## config.mk

```make
export PLATFORM = sky130hd
export DESIGN_NAME = query_bias_add_stage
export DESIGN_NICKNAME = d
export VERILOG_FILES = /design/src/rtl/query_bias_add_stage.sv
export SDC_FILE = /design/constraint.sdc
export NUM_CORES = 1
export LEC_CHECK = 0
export ABC_AREA = 1
export CORE_ASPECT_RATIO = 1.2
export CORE_MARGIN = 1
export CORE_UTILIZATION = 25
export DETAILED_ROUTE_END_ITERATION = 12
export PLACE_DENSITY = 0.49
export SKIP_LAST_GASP = 1
export SLEW_MARGIN = 20
export SYNTH_ARGS = -nofsm -noshare
export SYNTH_HDL_FRONTEND = slang
export SYNTH_SLANG_ARGS = --single-unit
```

## constraint.sdc

```tcl
create_clock -name clk -period 2.18 [get_ports clk]
set_input_delay 0.218 -clock clk [delete_from_list [all_inputs] [get_ports clk]]
set_output_delay 0.218 -clock clk [all_outputs]
set_load 0.05 [all_outputs]
```

## src/rtl/query_bias_add_stage.sv

```systemverilog
// Streaming bias adder: joins matmul lanes with the column bias, aligns
// precision, floors, saturates, and buffers results in a 2-entry FIFO.
module query_bias_add_stage #(
    parameter int DATA_IN_TENSOR_SIZE_DIM_0 = 32,
    parameter int DATA_IN_TENSOR_SIZE_DIM_1 = 8,
    parameter int DATA_IN_PARALLELISM_DIM_0 = 1,
    parameter int DATA_IN_PARALLELISM_DIM_1 = 1,
    parameter int DATA_IN_PRECISION_0       = 16,
    parameter int DATA_IN_PRECISION_1       = 3,
    parameter int BIAS_PRECISION_0          = 16,
    parameter int BIAS_PRECISION_1          = 3,
    parameter int DATA_OUT_PRECISION_0      = 16,
    parameter int DATA_OUT_PRECISION_1      = 3
) (
    input  logic clk,
    input  logic rst,
    input  logic [DATA_IN_PARALLELISM_DIM_0*DATA_IN_PARALLELISM_DIM_1
                  *DATA_IN_PRECISION_0-1:0] data_in,
    input  logic data_in_valid,
    output logic data_in_ready,
    input  logic [DATA_IN_PARALLELISM_DIM_0*BIAS_PRECISION_0-1:0] bias,
    input  logic bias_valid,
    output logic bias_ready,
    output logic [DATA_IN_PARALLELISM_DIM_0*DATA_IN_PARALLELISM_DIM_1
                  *DATA_OUT_PRECISION_0-1:0] data_out,
    output logic data_out_valid,
    input  logic data_out_ready,
    output logic data_out_last
);

    localparam int P0      = DATA_IN_PARALLELISM_DIM_0;
    localparam int P       = P0 * DATA_IN_PARALLELISM_DIM_1;
    localparam int DEPTH_0 = DATA_IN_TENSOR_SIZE_DIM_0 / P0;
    localparam int DEPTH_1 = DATA_IN_TENSOR_SIZE_DIM_1 / DATA_IN_PARALLELISM_DIM_1;

    localparam int IN_W = DATA_IN_PRECISION_0;
    localparam int IN_F = DATA_IN_PRECISION_1;
    localparam int B_W  = BIAS_PRECISION_0;
    localparam int B_F  = BIAS_PRECISION_1;
    localparam int O_W  = DATA_OUT_PRECISION_0;
    localparam int O_F  = DATA_OUT_PRECISION_1;

    localparam int F   = (IN_F > B_F) ? IN_F : B_F;
    localparam int IAW = IN_W + F - IN_F;
    localparam int BAW = B_W + F - B_F;
    localparam int AW  = (IAW > BAW) ? IAW : BAW;
    localparam int SW  = AW + 1;
    localparam int UP  = (O_F > F) ? O_F - F : 0;
    localparam int DN  = (F > O_F) ? F - O_F : 0;
    localparam int QW  = SW + UP;
    localparam int WW  = ((QW > O_W) ? QW : O_W) + 1;
    localparam int CW  = (DEPTH_0 > 1) ? $clog2(DEPTH_0) : 1;
    localparam int RW  = (DEPTH_1 > 1) ? $clog2(DEPTH_1) : 1;

    localparam logic signed [WW-1:0] SAT_HI = WW'((64'sd1 <<< (O_W - 1)) - 64'sd1);
    localparam logic signed [WW-1:0] SAT_LO = ~SAT_HI;

    logic [P*O_W-1:0] sum;
    logic [O_W*P-1:0] buf_d [2];
    logic [1:0]       buf_l;
    logic [1:0]       count;
    logic             wr_ptr;
    logic             rd_ptr;
    logic [CW-1:0]    col;
    logic [RW-1:0]    row;
    logic             fire;
    logic             pop;
    logic             col_end;
    logic             row_end;

    for (genvar j = 0; j < P; j++) begin : g_lane
        logic signed [SW-1:0]  a;
        logic signed [SW-1:0]  b;
        logic signed [SW-1:0]  s;
        logic signed [QW-1:0]  q;
        logic signed [WW-1:0]  w;
        logic        [O_W-1:0] sat;

        // Bias lane is picked by column only: broadcast across dim 1.
        always_comb begin
            a = SW'($signed(data_in[j*IN_W +: IN_W])) <<< (F - IN_F);
            b = SW'($signed(bias[(j % P0)*B_W +: B_W])) <<< (F - B_F);
            s = a + b;
            q = (QW'(s) <<< UP) >>> DN;
            w = WW'(q);
            if (w > SAT_HI) begin
                sat = SAT_HI[O_W-1:0];
            end else if (w < SAT_LO) begin
                sat = SAT_LO[O_W-1:0];
            end else begin
                sat = w[O_W-1:0];
            end
        end

        assign sum[j*O_W +: O_W] = sat;
    end

    // Readies depend only on local state, never on data_out_ready.
    assign fire          = data_in_valid & bias_valid & ~count[1] & ~rst;
    assign data_in_ready = fire;
    assign bias_ready    = fire;

    assign pop            = (count != 2'd0) & data_out_ready;
    assign data_out_valid = (count != 2'd0);
    assign data_out       = buf_d[rd_ptr];
    assign data_out_last  = buf_l[rd_ptr];

    assign col_end = (col == CW'(DEPTH_0 - 1));
    assign row_end = (row == RW'(DEPTH_1 - 1));

    always_ff @(posedge clk) begin
        if (rst) begin
            count    <= 2'd0;
            wr_ptr   <= 1'b0;
            rd_ptr   <= 1'b0;
            col      <= '0;
            row      <= '0;
            buf_d[0] <= '0;
            buf_d[1] <= '0;
            buf_l    <= 2'b00;
        end else begin
            if (fire) begin
                buf_d[wr_ptr] <= sum;
                buf_l[wr_ptr] <= col_end & row_end;
                wr_ptr        <= ~wr_ptr;
                if (col_end) begin
                    col <= '0;
                    row <= row_end ? '0 : row + 1'b1;
                end else begin
                    col <= col + 1'b1;
                end
            end
            if (pop) begin
                rd_ptr <= ~rd_ptr;
            end
            unique case ({fire, pop})
                2'b10:   count <= count + 2'd1;
                2'b01:   count <= count - 2'd1;
                default: count <= count;
            endcase
        end
    end

endmodule

```

# Word-level counts from Yosys, hierarchy flattened
# Memories as Yosys holds them, arrays and structs flattened. A register that Yosys moved wholly into a read port is not among the register bits.
# Cells that the tools add are included.
# classes
bitwise_logic	9
order_cmp	5
eq_ne	4
addsub	5
n_reduce_logical	5
n_mux	20
# ops
cell	n
$mux W16	3
$add A16 B16 Y17	1
$gt A17 B16 Y1 const B	1
$lt A17 B16 Y1 const B	1
$reduce_or A16 Y1	1
$mux W1	12
$add A5 B1 Y5 const B	1
$and A1 B1 Y1	5
$eq A5 B5 Y1 const B	1
$mux W5	1
$lt A1 B2 Y1 const B	2
$not A1 Y1	4
$pmux W2 S2	1
$reduce_bool A2 Y1	2
$add A3 B1 Y3 const B	1
$eq A3 B3 Y1 const B	1
$mux W3	1
$add A2 B1 Y2 const B	1
$bwmux W2	1
$eq A2 B1 Y1 const B	1
$eq A2 B2 Y1 const B	1
$reduce_and A2 Y1	1
$sub A2 B1 Y2 const B	1
$demux W1 S1	1
2 further kinds	2
# word_totals
ramBits	32
out_inout_bits	20
memories	1
regBits	14
elab_cells	55
input_bits	37
# mem_list
name	depth	width	read_ports	rd_ports_with_merged_regs	wr	line_no	rtl
buf_d	2	16	1	1	2	59	logic [O_W*P-1:0] buf_d [2];

# Depth between registers and ports, before layout
# depth
depth_word	8
mapped_depth	17

# Worst setup path before layout
# Ideal clock, no wire load.
# synth_timing
path_type	input -> register
from	input port data_in[0] (netlist name)
to	memory buf_d[0][7] (netlist name) (data pin)
t_arrival_ns	1.755
path_stages	16
setup_time_ns	0.262
path_slack_ns	0.163
required_ns	1.918
path_cell_list	ha_1 -> inv_1 -> fa_1 -> inv_1 -> nand2_1 -> nand2_1 -> nand3_1 -> nand2_2 -> nand2_2 -> nand3_1 -> nand2_4 -> inv_2 -> nand2_4 -> buf_12 -> nand2_4 -> a21oi_2
# synth_rtl
element	line_no	rtl
from (decl)	18	*DATA_IN_PRECISION_0-1:0] data_in,
to (decl)	59	

==> out/metrics.yaml <==
yosysUniqueCellTypes: 35
num_rows: 44
grt_pass1_vias: 2750
vias: 2747
antenna_cells: 0
via_per_inst: 4.27
die_w_um: 105
syn_area_um2: 3200
slew_viol_final: 0
drive_gt1_share_pct: 39.3
cts_root_buffer: "clkbuf_16"
num-nets-final: 541
p_per_area_nw_per_um2: 618
cts_buffer_depth: 2
worstPathArrival_ns: 2.09
drc: 0
ff2ff_path_depth: 9
setup_ws_ns: 0.113
p_total_w: 0.00304
die-area_um2: 13300
syn_nets: 424
layout_common_cells: "77 x nand2_1, 68 x buf_4, 40 x inv_1"
status: "completed"
totalWireLength_um: 7550
critPathMaxFanout: 7
grtUsageTotal_pct: 11.6
synth_seq_cells: 47
numClockSinks: 47
period_share_pct: 94.8
hpwlAfterDp_um: 5620
slew_headroom_pct: 66.9
cts_tree: "yes"
cp-end-kind: "flop"
post_synth.cell_area_avg_um2: 8.77
period_minus_slack_ns: 2.07
drt_iter0_drc: 118
io_buffers: 56
yosys_warnings: 0
cap_violations: 0
post-place-ws_ns: -0.517
p_leak_nw: 2.29
cp_cell_sequence: "clkdlybuf4s50_1 > ha_4 > inv_2 > nor3_4 > and2_1 > nand2_1 > nand2_1 > nand2_2 > buf_4 > nand3_4 > buf_12 > buf_12 > a21oi_2"
grt_start_max_net_pins: 19
fmax_mhz: 484
hold_depth: 2
hold_viol: 0
dp_cells: 629
yosysSeqAreaShare_pct: 39.4
synthToLayoutAreaGrowth_pct: 53.6
dr.pass1.iters: 4
gp_congestion: 0.775
clock_latency_ns: 0.29
synth-main-ff-cell: "edfxtp_1"
synthCells: 365
crit_family: "buffers and inverters"
ant_nets: 0
grt_pass1_wl_um: 12300
synth_edf_count: 32
crit_cells: 13
setup_viol: 0
hold_class: "flop to flop"
cp-start-kind: "input port"
synthArstFlopShare_pct: 0
clkSlewWorstSetupHoldPaths_ns: 0.07
wl_per_cell_um: 11.7
htreeDepth: 2
final_common_cell: "nand2_1"
slowest_delay_ns: 0.44
fin_cells: 644
cp_slowest_cell: "clkdlybuf4s50_1"
start_util_pct: 26.1
crit_buf_inv: 5
ioPinCount: 57
critical_path_class: "input port to flop"
fin_skew_ns: 0.00794
postLayoutCoreUtil_pct: 40.1
cp.required_ns: 2.20
vdd_ir_drop_max_v: 0.000307
coreArea_um2: 12300
antenna_found_initial: 0
fp.dieH_um: 126
gr-total-overflow: 0
fillCellCount: 1230
tightest_slew_ns: 0.494
numCtsBuffers: 5
==> worst min-delay path: cells and delay by family, from the launching register on <==
kind / cells / cell delay, ns
buffers and inverters: 1 / 0.05
AOI/OAI and AO/OA: 1 / 0.06
DFF: 1 / 0.30
==> per-stage QoR <==
| step | setup TNS, ns | cell area (um^2) | hold slack (ns) |
|---|---|---|---|
| final | 0 | 4920 | 0.453 |
| after detailed placement | -13.93 | 4340 | 0.450 |
| after global placement | -13.02 | 4340 | 0.439 |
| after floorplan | 0 | 3200 | 0.287 |
| after global routing | -0.0299 | 4920 | 0.476 |
| after CTS | 0 | 4670 | 0.459 |
==> synth_stat cells (all sizes together) (2+ instances only) <==
| cell | count | share of area (%) |
|---|---|---|
| ha | 21 | 8.2 |
| and2 | 2 | 0.39 |
| inv | 46 | 5.4 |
| xnor2 | 2 | 0.55 |
| edfxtp | 32 | 30 |
| nor3 | 4 | 0.78 |
| mux2 | 16 | 5.6 |
| o21bai | 2 | 0.47 |
| nand4 | 4 | 0.98 |
| nand2 | 103 | 15 |
| dfxtp | 15 | 9.4 |
| nor2 | 24 | 2.8 |
| xor2 | 10 | 2.7 |
| buf | 8 | 2.2 |
| nand3 | 13 | 2.6 |
| o21ai | 6 | 0.94 |
| a21oi | 51 | 10 |
==> flip-flops by register name, summed over array words and instances, names as in the netlist, named ones only <==
signal,count
buf_d,32
rd_ptr,1
count,2
row,3
col,5
wr_ptr,1
buf_l,2
==> power by group <==
part | switching [W] | total (W) | internal, W
clock | 0.000319 | 0.000778 | 0.000459
sequential | 0.0000177 | 0.00102 | 0.00100
combinational | 0.000686 | 0.00124 | 0.000554
==> logic make-up (layout without fill, tap and decap cells) <==
kind of cell               count (synthesis)  after routing  share of synthesized area [%]
muxes                                     16             16                           5.63
xor gates and xnor gates                  12             12                           3.28
DFF                                       47             47                           39.4
AOI/OAI and AO/OA                         61             61                           12.3
adders and majority gates                 22             22                           8.83
buffers and inverters                     56            173                           7.85
and+or+nand+nor                          151            152                           22.7
==> path summary, 6_finish.rpt <==
check,from,to,slack (ns)
setup / recovery,bias[13],buf_d[1][13],0.11
setup reg to reg,count[0],count[1],0.62
hold reg to reg,buf_l[0],buf_l[0],0.45
hold / removal,buf_l[0],buf_l[0],0.45
==> layout make-up <==
type / instances / area (um^2) / share of cell area [%]
repair buffers: 118 / 1150 / 23.4
well taps: 161 / 201 / 4.10
clock inverters: 1 / 8.76 / 0.178
multi-input cells: 263 / 1970 / 40.1
flip-flops and latches: 47 / 1260 / 25.6
clock buffers: 7 / 143 / 2.90
inverters: 47 / 181 / 3.69
==> routing by layer <==
| metal | routed length (um) | vias up | track usage [%] |
|---|---|---|---|
| met4 | 93 | 0 | 3.89 |
| met1 | 3250 | 1254 | 12.9 |
| li1 | - | 1443 | - |
| met2 | 3940 | 44 | 21.7 |
| met3 | 259 | 6 | 2.38 |
| met5 | 0 | - | 0 |
==> what timing repair did <==
action,4_1_cts,5_1_grt
gates resized for setup,28,44
buffers inserted,4,1
endpoints found under the hold margin,0,0
pin swaps,17,14
setup endpoints to repair,30,30
cloned,2,0
hold buffers,0,0
No activity file was read; power rests on OpenSTA's default activity.
